$ cat src/rtl/uart_pkg.sv
// uart_pkg: shared UART constants and the receive-side command/data entry types.
package uart_pkg;
  localparam logic [7:0] ESC_CHAR = 8'hB1;
  typedef struct packed {
    logic       cmd;
    logic [7:0] data;
  } rx_entry_t;
  typedef enum logic {DEC_IDLE, DEC_ESCAPED} rx_dec_state_t;
endpackage

$ cat src/rtl/sync_fifo.sv
// sync_fifo: show-ahead synchronous FIFO with full/empty flags and a registered fill count.
module sync_fifo #(
  parameter int WIDTH = 9,
  parameter int DEPTH = 16
) (
  input  logic                     clk,
  input  logic                     i_rst_n,
  input  logic                     i_push,
  input  logic                     i_pop,
  input  logic [WIDTH-1:0]         i_data,
  output logic [WIDTH-1:0]         o_data,
  output logic                     o_empty,
  output logic                     o_full,
  output logic [$clog2(DEPTH):0]   o_fill
);
  localparam int AW = $clog2(DEPTH);
  localparam int PW = AW + 1;
  logic [WIDTH-1:0] r_mem [DEPTH];
  logic [PW-1:0]    r_wr, r_rd, r_fill;
  logic             w_wr, w_rd;
  always_comb begin
    o_empty = r_wr == r_rd;
    o_full  = (r_wr[AW] != r_rd[AW]) && (r_wr[AW-1:0] == r_rd[AW-1:0]);
    w_rd    = i_pop && !o_empty;
    // a same-cycle pop frees the slot the push lands in, so full never blocks it
    w_wr    = i_push && (!o_full || w_rd);
    o_data  = o_empty ? '0 : r_mem[r_rd[AW-1:0]];
    o_fill  = r_fill;
  end
  always_ff @(posedge clk) begin
    if (!i_rst_n) begin
      r_wr   <= '0;
      r_rd   <= '0;
      r_fill <= '0;
    end else begin
      r_wr   <= r_wr + PW'(w_wr);
      r_rd   <= r_rd + PW'(w_rd);
      r_fill <= r_fill + PW'(w_wr) - PW'(w_rd);
    end
  end
  always_ff @(posedge clk)
    if (w_wr) r_mem[r_wr[AW-1:0]] <= i_data;
endmodule

$ cat src/rtl/uart_rx_cmd_fifo.sv
// uart_rx_cmd_fifo: splits the escape-framed UART byte stream into data/command entries
// and buffers them in a show-ahead FIFO for the TAP receive interface.
module uart_rx_cmd_fifo #(
  parameter int         DEPTH    = 16,
  parameter logic [7:0] ESC_CHAR = uart_pkg::ESC_CHAR
) (
  input  logic                     CLK_I,
  input  logic                     RST_NI,
  input  logic [7:0]               RX_BYTE_I,
  input  logic                     RX_VALID_I,
  input  logic                     READ_I,
  output logic [7:0]               DATA_REC_O,
  output logic                     CMD_REC_O,
  output logic                     RX_EMPTY_O,
  output logic [$clog2(DEPTH):0]   FILL_O,
  output logic                     OVERFLOW_O,
  input  logic                     CLR_OVF_I
);
  uart_pkg::rx_dec_state_t r_state, w_state_nxt;
  uart_pkg::rx_entry_t     w_entry, w_head;
  logic                    w_push, w_full, w_is_esc, w_drop, r_ovf;
  always_comb begin
    w_is_esc      = RX_BYTE_I == ESC_CHAR;
    w_push        = RX_VALID_I && !(r_state == uart_pkg::DEC_IDLE && w_is_esc);
    w_entry.cmd   = r_state == uart_pkg::DEC_ESCAPED && !w_is_esc;
    w_entry.data  = RX_BYTE_I;
    w_state_nxt   = !RX_VALID_I ? r_state :
                    (r_state == uart_pkg::DEC_IDLE && w_is_esc) ? uart_pkg::DEC_ESCAPED :
                    uart_pkg::DEC_IDLE;
    // when full the FIFO is non-empty, so READ_I alone decides whether a slot frees up
    w_drop        = w_push && w_full && !READ_I;
  end
  always_ff @(posedge CLK_I) begin
    if (!RST_NI) begin
      r_state <= uart_pkg::DEC_IDLE;
      r_ovf   <= 1'b0;
    end else begin
      r_state <= w_state_nxt;
      r_ovf   <= w_drop ? 1'b1 : CLR_OVF_I ? 1'b0 : r_ovf;
    end
  end
  sync_fifo #(.WIDTH(9), .DEPTH(DEPTH)) u_fifo (
    .clk     (CLK_I),
    .i_rst_n (RST_NI),
    .i_push  (w_push),
    .i_pop   (READ_I),
    .i_data  (w_entry),
    .o_data  (w_head),
    .o_empty (RX_EMPTY_O),
    .o_full  (w_full),
    .o_fill  (FILL_O)
  );
  assign DATA_REC_O = w_head.data;
  assign CMD_REC_O  = w_head.cmd;
  assign OVERFLOW_O = r_ovf;
endmodule
$ cat config.mk
export PLATFORM = sky130hd
export DESIGN_NAME = uart_rx_cmd_fifo
export DESIGN_NICKNAME = d
export VERILOG_FILES = /design/src/rtl/uart_pkg.sv /design/src/rtl/sync_fifo.sv /design/src/rtl/uart_rx_cmd_fifo.sv
export SDC_FILE = /design/constraint.sdc
export NUM_CORES = 1
export LEC_CHECK = 0
export CAP_MARGIN = 5
export CORE_MARGIN = 2
export CORE_UTILIZATION = 55
export CTS_CLUSTER_DIAMETER = 80
export DETAILED_ROUTE_END_ITERATION = 10
export GPL_TIMING_DRIVEN = 0
export PLACE_DENSITY = 0.76
export REMOVE_ABC_BUFFERS = 1
export SLEW_MARGIN = 25
export SYNTH_ARGS = -nofsm -noshare
export SYNTH_HDL_FRONTEND = slang
export SYNTH_SLANG_ARGS = --single-unit
$ cat constraint.sdc
create_clock -name CLK_I -period 7.36 [get_ports CLK_I]
set_input_delay 1.472 -clock CLK_I [delete_from_list [all_inputs] [get_ports CLK_I]]
set_output_delay 1.472 -clock CLK_I [all_outputs]
set_load 0.02 [all_outputs]
==> flow_metrics.env <==
export IMPL_cts_path_max_buffers=2
export IMPL_cts_setup_buffers=0
export IMPL_worst_ep_required_time_ps=7700
export IMPL_core_sq_mm=0.0115
export IMPL_post_synth_instance_area_sq_mm=0.00647
export IMPL_synth_cells=344
export IMPL_gp_congestion=0.731
export IMPL_relSlewSlack_pct=35.1
export IMPL_hold_class="reg -> reg"
export IMPL_achievable_frequency_mhz=219
export IMPL_insertion_delay_ps=420
export IMPL_leakagePower_nw=2.49
export IMPL_global_route_usage_met2_pct=32.9
export IMPL_h_tree_lvl_count=4
export IMPL_power_density_of_the_placed_cells_mw_per_mm2=309
export IMPL_dp_slack_ps=2390
export IMPL_cts_num_sinks=161
export IMPL_critical_path_startpoint_type="input port"
export IMPL_timing_final_crit_period_ps=4560
export IMPL_antennaDiodeCount=0
export IMPL_grt_start_max_net_pins=22
export IMPL_die_h_microns=112
export IMPL_ir_worst_vdd_mv=0.217
export IMPL_area_overhead_vs_synth_pct=18.4
export IMPL_detail_route_vias_per_cell=6.09
export IMPL_slew_of_the_pin_with_the_lowest_slew_margin_ps=971
export IMPL_worst_r2r_path_depth=13
export IMPL_final_antenna_net_count=0
export IMPL_drt_iter0_drc=269
export IMPL_total_power_w=0.00237
export IMPL_min_delay_path_depth=2
export IMPL_cp_cell_sequence="clkdlybuf4s50_1 > or4b_4 > o31a_1 > a21bo_2 > inv_1 > ha_1 > inv_1 > fa_1 > nor2b_1 > o21a_1 > o21ai_0 > nor3b_1"
export IMPL_rsz0062_at_grt="false"
export IMPL_global_route_hottest_layer="met2"
export IMPL_finalHoldViolCount=0
export IMPL_finished_core_util_pct=66.9
export IMPL_drive_gt1_share_pct=25.8
export IMPL_die_width_microns=112
export IMPL_crit_path_end_kind="flip-flop"
export IMPL_yosys_warnings=0
export IMPL_grt_pass1_wl_microns=19600
export IMPL_use_met1_pct=29.7
export IMPL_setup_slack_ps=2800
export IMPL_critPathArrivalTime_ps=4900
export IMPL_detailedPlacementHpwl_microns=8220
export IMPL_first_global_vias=3455
export IMPL_placement_io_buffers=28
export IMPL_cts_repair_resize_count=0
export IMPL_total_global_routing_track_utilization_pct=21.4
export IMPL_tritoncts_buffer_count=17
export IMPL_boundaryPins=29
export IMPL_fin_setup_tns_ps=0
export IMPL_layout_cells_most_common="edfxtp_1"
export IMPL_synth_avg_cell_area_sq_um=18.8
export IMPL_initial_standard_cell_utilization_of_the_core_pct=56.5
export IMPL_standard_cell_with_the_maximum_stage_delay_on_the_critical_path="clkdlybuf4s50_1"
export IMPL_post_route_period_util_pct=61.9
export IMPL_report_final_setup_viol=0
export IMPL_timing_final_max_slew_violations=0
export IMPL_drtPass1Iterations=4
export IMPL_timing_max_cap_violations=0
export IMPL_wire_length_per_cell_after_detailed_routing_microns=22.7
export IMPL_final_cell_mix="144 x edfxtp_1, 36 x mux4_2, 28 x clkdlybuf4s50_1, 18 x a22oi_1, 17 x clkbuf_16"
export IMPL_finClkSkew_ps=6.69
export IMPL_clk_pin_slew_worst_paths_ps=60
export IMPL_number_of_antenna_violations_at_the_first_check_in_global_routing=0
export IMPL_synth_seq_cells=161
export IMPL_route_final_wire_length_microns=12300
export IMPL_outcome="finished, final reports clean"
export IMPL_tritoncts="built"
export IMPL_synth_lib_cells_used_distinct=34
export IMPL_grtUsageMet3_pct=4.91
export IMPL_critical_path_max_stage_delay_ps=700
export IMPL_final_nets=410
export IMPL_standard_cell_rows=39
export IMPL_clockRootBuffer="clkbuf_16"
export IMPL_ys_seq_area_share_pct=72.1
export IMPL_post_route_drc_count=0
export IMPL_critical_path_top_cell_by_count="inv_1"
export IMPL_detailroute_via_count=3305
export IMPL_cp_max_fo=17
export IMPL_overflow=0
export IMPL_timing_worst_setup_path_type="in -> reg"
export IMPL_final_layout_fill_cell_count=741
export IMPL_cts_hold_repair_buffers=0
export IMPL_die_area_sq_mm=0.0127
==> registers in the layout, indices dropped and copies added (netlist names) <==
signal,flops
OVERFLOW_O,1
r_state,1
u_fifo.o_fill,5
u_fifo.r_mem,144
u_fifo.r_rd,5
u_fifo.r_wr,5
==> synthesized netlist by cell type <==
cell        n  area (sq um)
nor2_1     13          48.8
nand2_1     3          11.3
a21o_1      1          7.51
nor3b_1     1          7.51
o21a_1      2          15.0
o21ai_0     2          10.0
o31a_1      1          8.76
or4b_4      1          13.8
nand4b_1    1          8.76
nor4_1      7          43.8
buf_1       2          7.51
nor4b_1     1          8.76
buf_6       4          45.0
mux4_2     36           811
dfxtp_1    17           340
a22oi_1    18           135
xor2_1      9          78.8
a21bo_2     1          10.0
edfxtp_1  144          4320
a32oi_1     1          8.76
clkbuf_1    7          26.3
buf_2       5          25.0
nor2b_1     5          31.3
fa_1        1          20.0
and2_1      7          43.8
or2b_1      4          30.0
a21oi_1    10          50.1
nand3_1     3          15.0
buf_12      2          40.0
ha_1        9           113
xnor2_1     4          35.0
inv_1      10          37.5
buf_4       1          7.51
nor3_1     11          55.1
==> area by class of cell <==
cell class / count / area (sq um) / area share (%)
flip-flops and latches: 161 / 4670 / 60.9
multi-input cells: 152 / 1710 / 22.3
clock buffers: 18 / 429 / 5.60
repair buffers: 45 / 428 / 5.58
clock inverters: 14 / 214 / 2.79
well taps: 143 / 179 / 2.33
inverters: 10 / 37.5 / 0.490
==> per-layer routing <==
layer / vias to the layer above / part of all wire [%]
li1: 1468 / -
met1: 1701 / 43
met2: 114 / 49
met3: 22 / 5.8
met4: 0 / 2.4
met5: - / 0
==> worst paths after layout <==
kind / slack (ps) / from / to
worst min-delay path: 500 / OVERFLOW_O / OVERFLOW_O
worst min register to register: 500 / OVERFLOW_O / OVERFLOW_O
worst max register to register: 3810 / u_fifo.r_rd[1] / u_fifo.o_fill[4]
worst max-delay path: 2800 / RX_BYTE_I[1] / u_fifo.o_fill[4]
==> power by group <==
part	switching (W)	internal [W]
Sequential	0.0000384	0.00102
Clock	0.000338	0.000601
Combinational	0.000178	0.000192
Total	0.000555	0.00181
==> worst max-delay path, delay by kind of cell <==
kind	cells	cell delay, ps
adder cells (fa/ha/maj)	2	420
AND/OR/NAND/NOR	3	940
buffers and inverters	3	920
AO/OA/AOI/OAI	4	1130
==> per-stage QoR <==
| step | cell area [sq um] | hold slack, ps | cells |
|---|---|---|---|
| 2_1_floorplan | 6320 | 497 | 323 |
| 3_3_place_gp | 6780 | 475 | 494 |
| 3_5_place_dp | 7020 | 482 | 511 |
| 4_1_cts | 7670 | 509 | 543 |
| 5_1_grt | 7670 | 552 | 543 |
| 6_report | 7670 | 497 | 543 |
==> cells by family after synthesis <==
group                    after synthesis  synth area share (%)
AO/OA/AOI/OAI                         36                  3.79
XOR/XNOR                              13                  1.76
flip-flops                           161                  72.1
buffers and inverters                 31                  2.92
AND/OR/NAND/NOR                       57                  4.91
multiplexers                          36                  12.5
adder cells (fa/ha/maj)               10                  2.05
Power figures use the tool's default switching activity.
==> variant, RTL diff (same flow settings) <==
Take the reset off `r_wr` and load it in a clocked block of its own.
--- a/src/rtl/sync_fifo.sv
+++ b/src/rtl/sync_fifo.sv
@@ -30,12 +30,14 @@
   always_ff @(posedge clk) begin
     if (!i_rst_n) begin
-      r_wr   <= '0;
       r_rd   <= '0;
       r_fill <= '0;
     end else begin
-      r_wr   <= r_wr + PW'(w_wr);
       r_rd   <= r_rd + PW'(w_rd);
       r_fill <= r_fill + PW'(w_wr) - PW'(w_rd);
     end
+  end
+
+  always_ff @(posedge clk) begin
+    r_wr <= r_wr + PW'(w_wr);
   end
   always_ff @(posedge clk)
Behaviour: not the same (a bounded check fails within 4 cycles, from zero or initial values and one cycle with RST_NI low).
==> variant against the unedited design <==
Routed wire length up 4.3%. Non-clock buffer count rose by 1. Clock skew barely moved. Area after synthesis down 0.50%. Power rose by 9.9%. Global-route usage grew 0.44 points. Setup slack worse by 150 ps. Sequential cell count unchanged. Final area down 0.98%. Register-to-register slack got worse by 170 ps.
==> variant: results <==
export IMPL_worstSkewPairLatency_ps=420
export IMPL_timing_slew_headroom_pct=39.8
export IMPL_p_leak_nw=2.49
export IMPL_numCtsBuffers=17
export IMPL_place_area_mm2=0.00700
export IMPL_hpwl_um=8410
export IMPL_postCtsSetupRepairBufs=0
export IMPL_synth_distinct_cells=35
export IMPL_critical_path_max_stage_delay_ps=740
export IMPL_cp_slowest_cell="clkdlybuf4s50_1"
export IMPL_hp_class="reg2reg"
export IMPL_layout_drive_gt1_share_pct=26.0
export IMPL_port_buffer_count=28
export IMPL_nFillCells=747
export IMPL_first_pass_iters=5
export IMPL_clock_skew_ps=6.40
export IMPL_ant_nets=0
export IMPL_muxShareOfSynthArea_pct=12.6
export IMPL_synth_common_cells="edfxtp_1, mux4_2, a22oi_1, dfxtp_1, nor3_1"
export IMPL_routed_wl_um=12900
export IMPL_synth_xor_area_share_pct=1.77
export IMPL_cts_root_buf="clkbuf_16"
export IMPL_largest_reg_flops=144
export IMPL_status="completed"
export IMPL_first_iter_violations=314
export IMPL_cts_htree_levels=4
export IMPL_grt_pass1_vias=3461
export IMPL_grt_pass1_wl_um=19900
export IMPL_place_ws_ps=2260
export IMPL_ir_worst_vdd_mv=0.209
export IMPL_num_nets_final=406
export IMPL_p_sw_share_pct=26.9
export IMPL_vias=3325
export IMPL_synth_async_sr_flop_share_pct=0
export IMPL_synthAdderAreaFrac_pct=2.06
export IMPL_gp_congestion=0.741
export IMPL_grt_overflow=0
export IMPL_ys_seq_area_share_pct=72.4
export IMPL_diodes=0
export IMPL_ys_top_cells_by_area="edfxtp_1, mux4_2, dfxtp_1"
export IMPL_grt_use_total_pct=21.8
export IMPL_antenna_found_initial=0
export IMPL_synth_edf_count=144
export IMPL_maxCapViolations=0
export IMPL_grt_max_degree=30
export IMPL_synth_compound_area_share_pct=3.81
export IMPL_clk_path_buf_depth=2
export IMPL_worstPathArrival_ps=5030
[variant: cell type report]
class	instances	area share, %
Timing Repair Buffer	46	5.70
Inverter	10	0.494
Multi-Input combinational cell	147	22.2
Sequential cell	161	61.5
Clock buffer	29	7.53
Tap cell	143	2.36
Clock inverter	3	0.198
[variant: worst max-delay path: cells and delay by family]
kind / cells / cell delay (ps)
AO/OA/AOI/OAI: 4 / 1160
adder cells (fa/ha/maj): 2 / 430
buffers and inverters: 3 / 980
AND/OR/NAND/NOR: 3 / 980
[variant: path summary, 6_finish.rpt]
path             startpoint          endpoint  slack [ps]  cells past startpoint
max            RX_BYTE_I[1]  u_fifo.o_fill[4]        2660                     12
min reg2reg  u_fifo.r_wr[4]    u_fifo.r_wr[4]         490                      1
min          u_fifo.r_wr[4]    u_fifo.r_wr[4]         490                      1
max reg2reg  u_fifo.r_rd[1]  u_fifo.o_fill[4]        3640                     13
[variant: per-layer routing]
| layer | share of wire (%) | vias to the layer above | global-route usage (%) |
|---|---|---|---|
| met3 | 7.4 | 19 | 6.26 |
| li1 | - | 1448 | - |
| met1 | 41 | 1699 | 29.0 |
| met2 | 50 | 159 | 34.9 |
| met4 | 1.8 | 0 | 8.21 |
| met5 | 0 | - | 0 |
[variant: stage by stage]
stage               instances  power, mW  utilization (%)
floorplan                 318       1.54                -
detailed placement        507       1.78             61.3
global route              539       2.71             66.5
global placement          489       1.72             59.2
finish                    539       2.60             66.5
CTS                       539       2.62             66.5
[variant: power groups by stage]
stage	Sequential, mW	Combinational (mW)	Clock, mW
5_1_grt	1.20	0.619	0.893
2_1_floorplan	1.22	0.321	0
3_3_place_gp	1.23	0.485	0
4_1_cts	1.19	0.578	0.849
6_report	1.19	0.572	0.838
3_5_place_dp	1.21	0.573	0
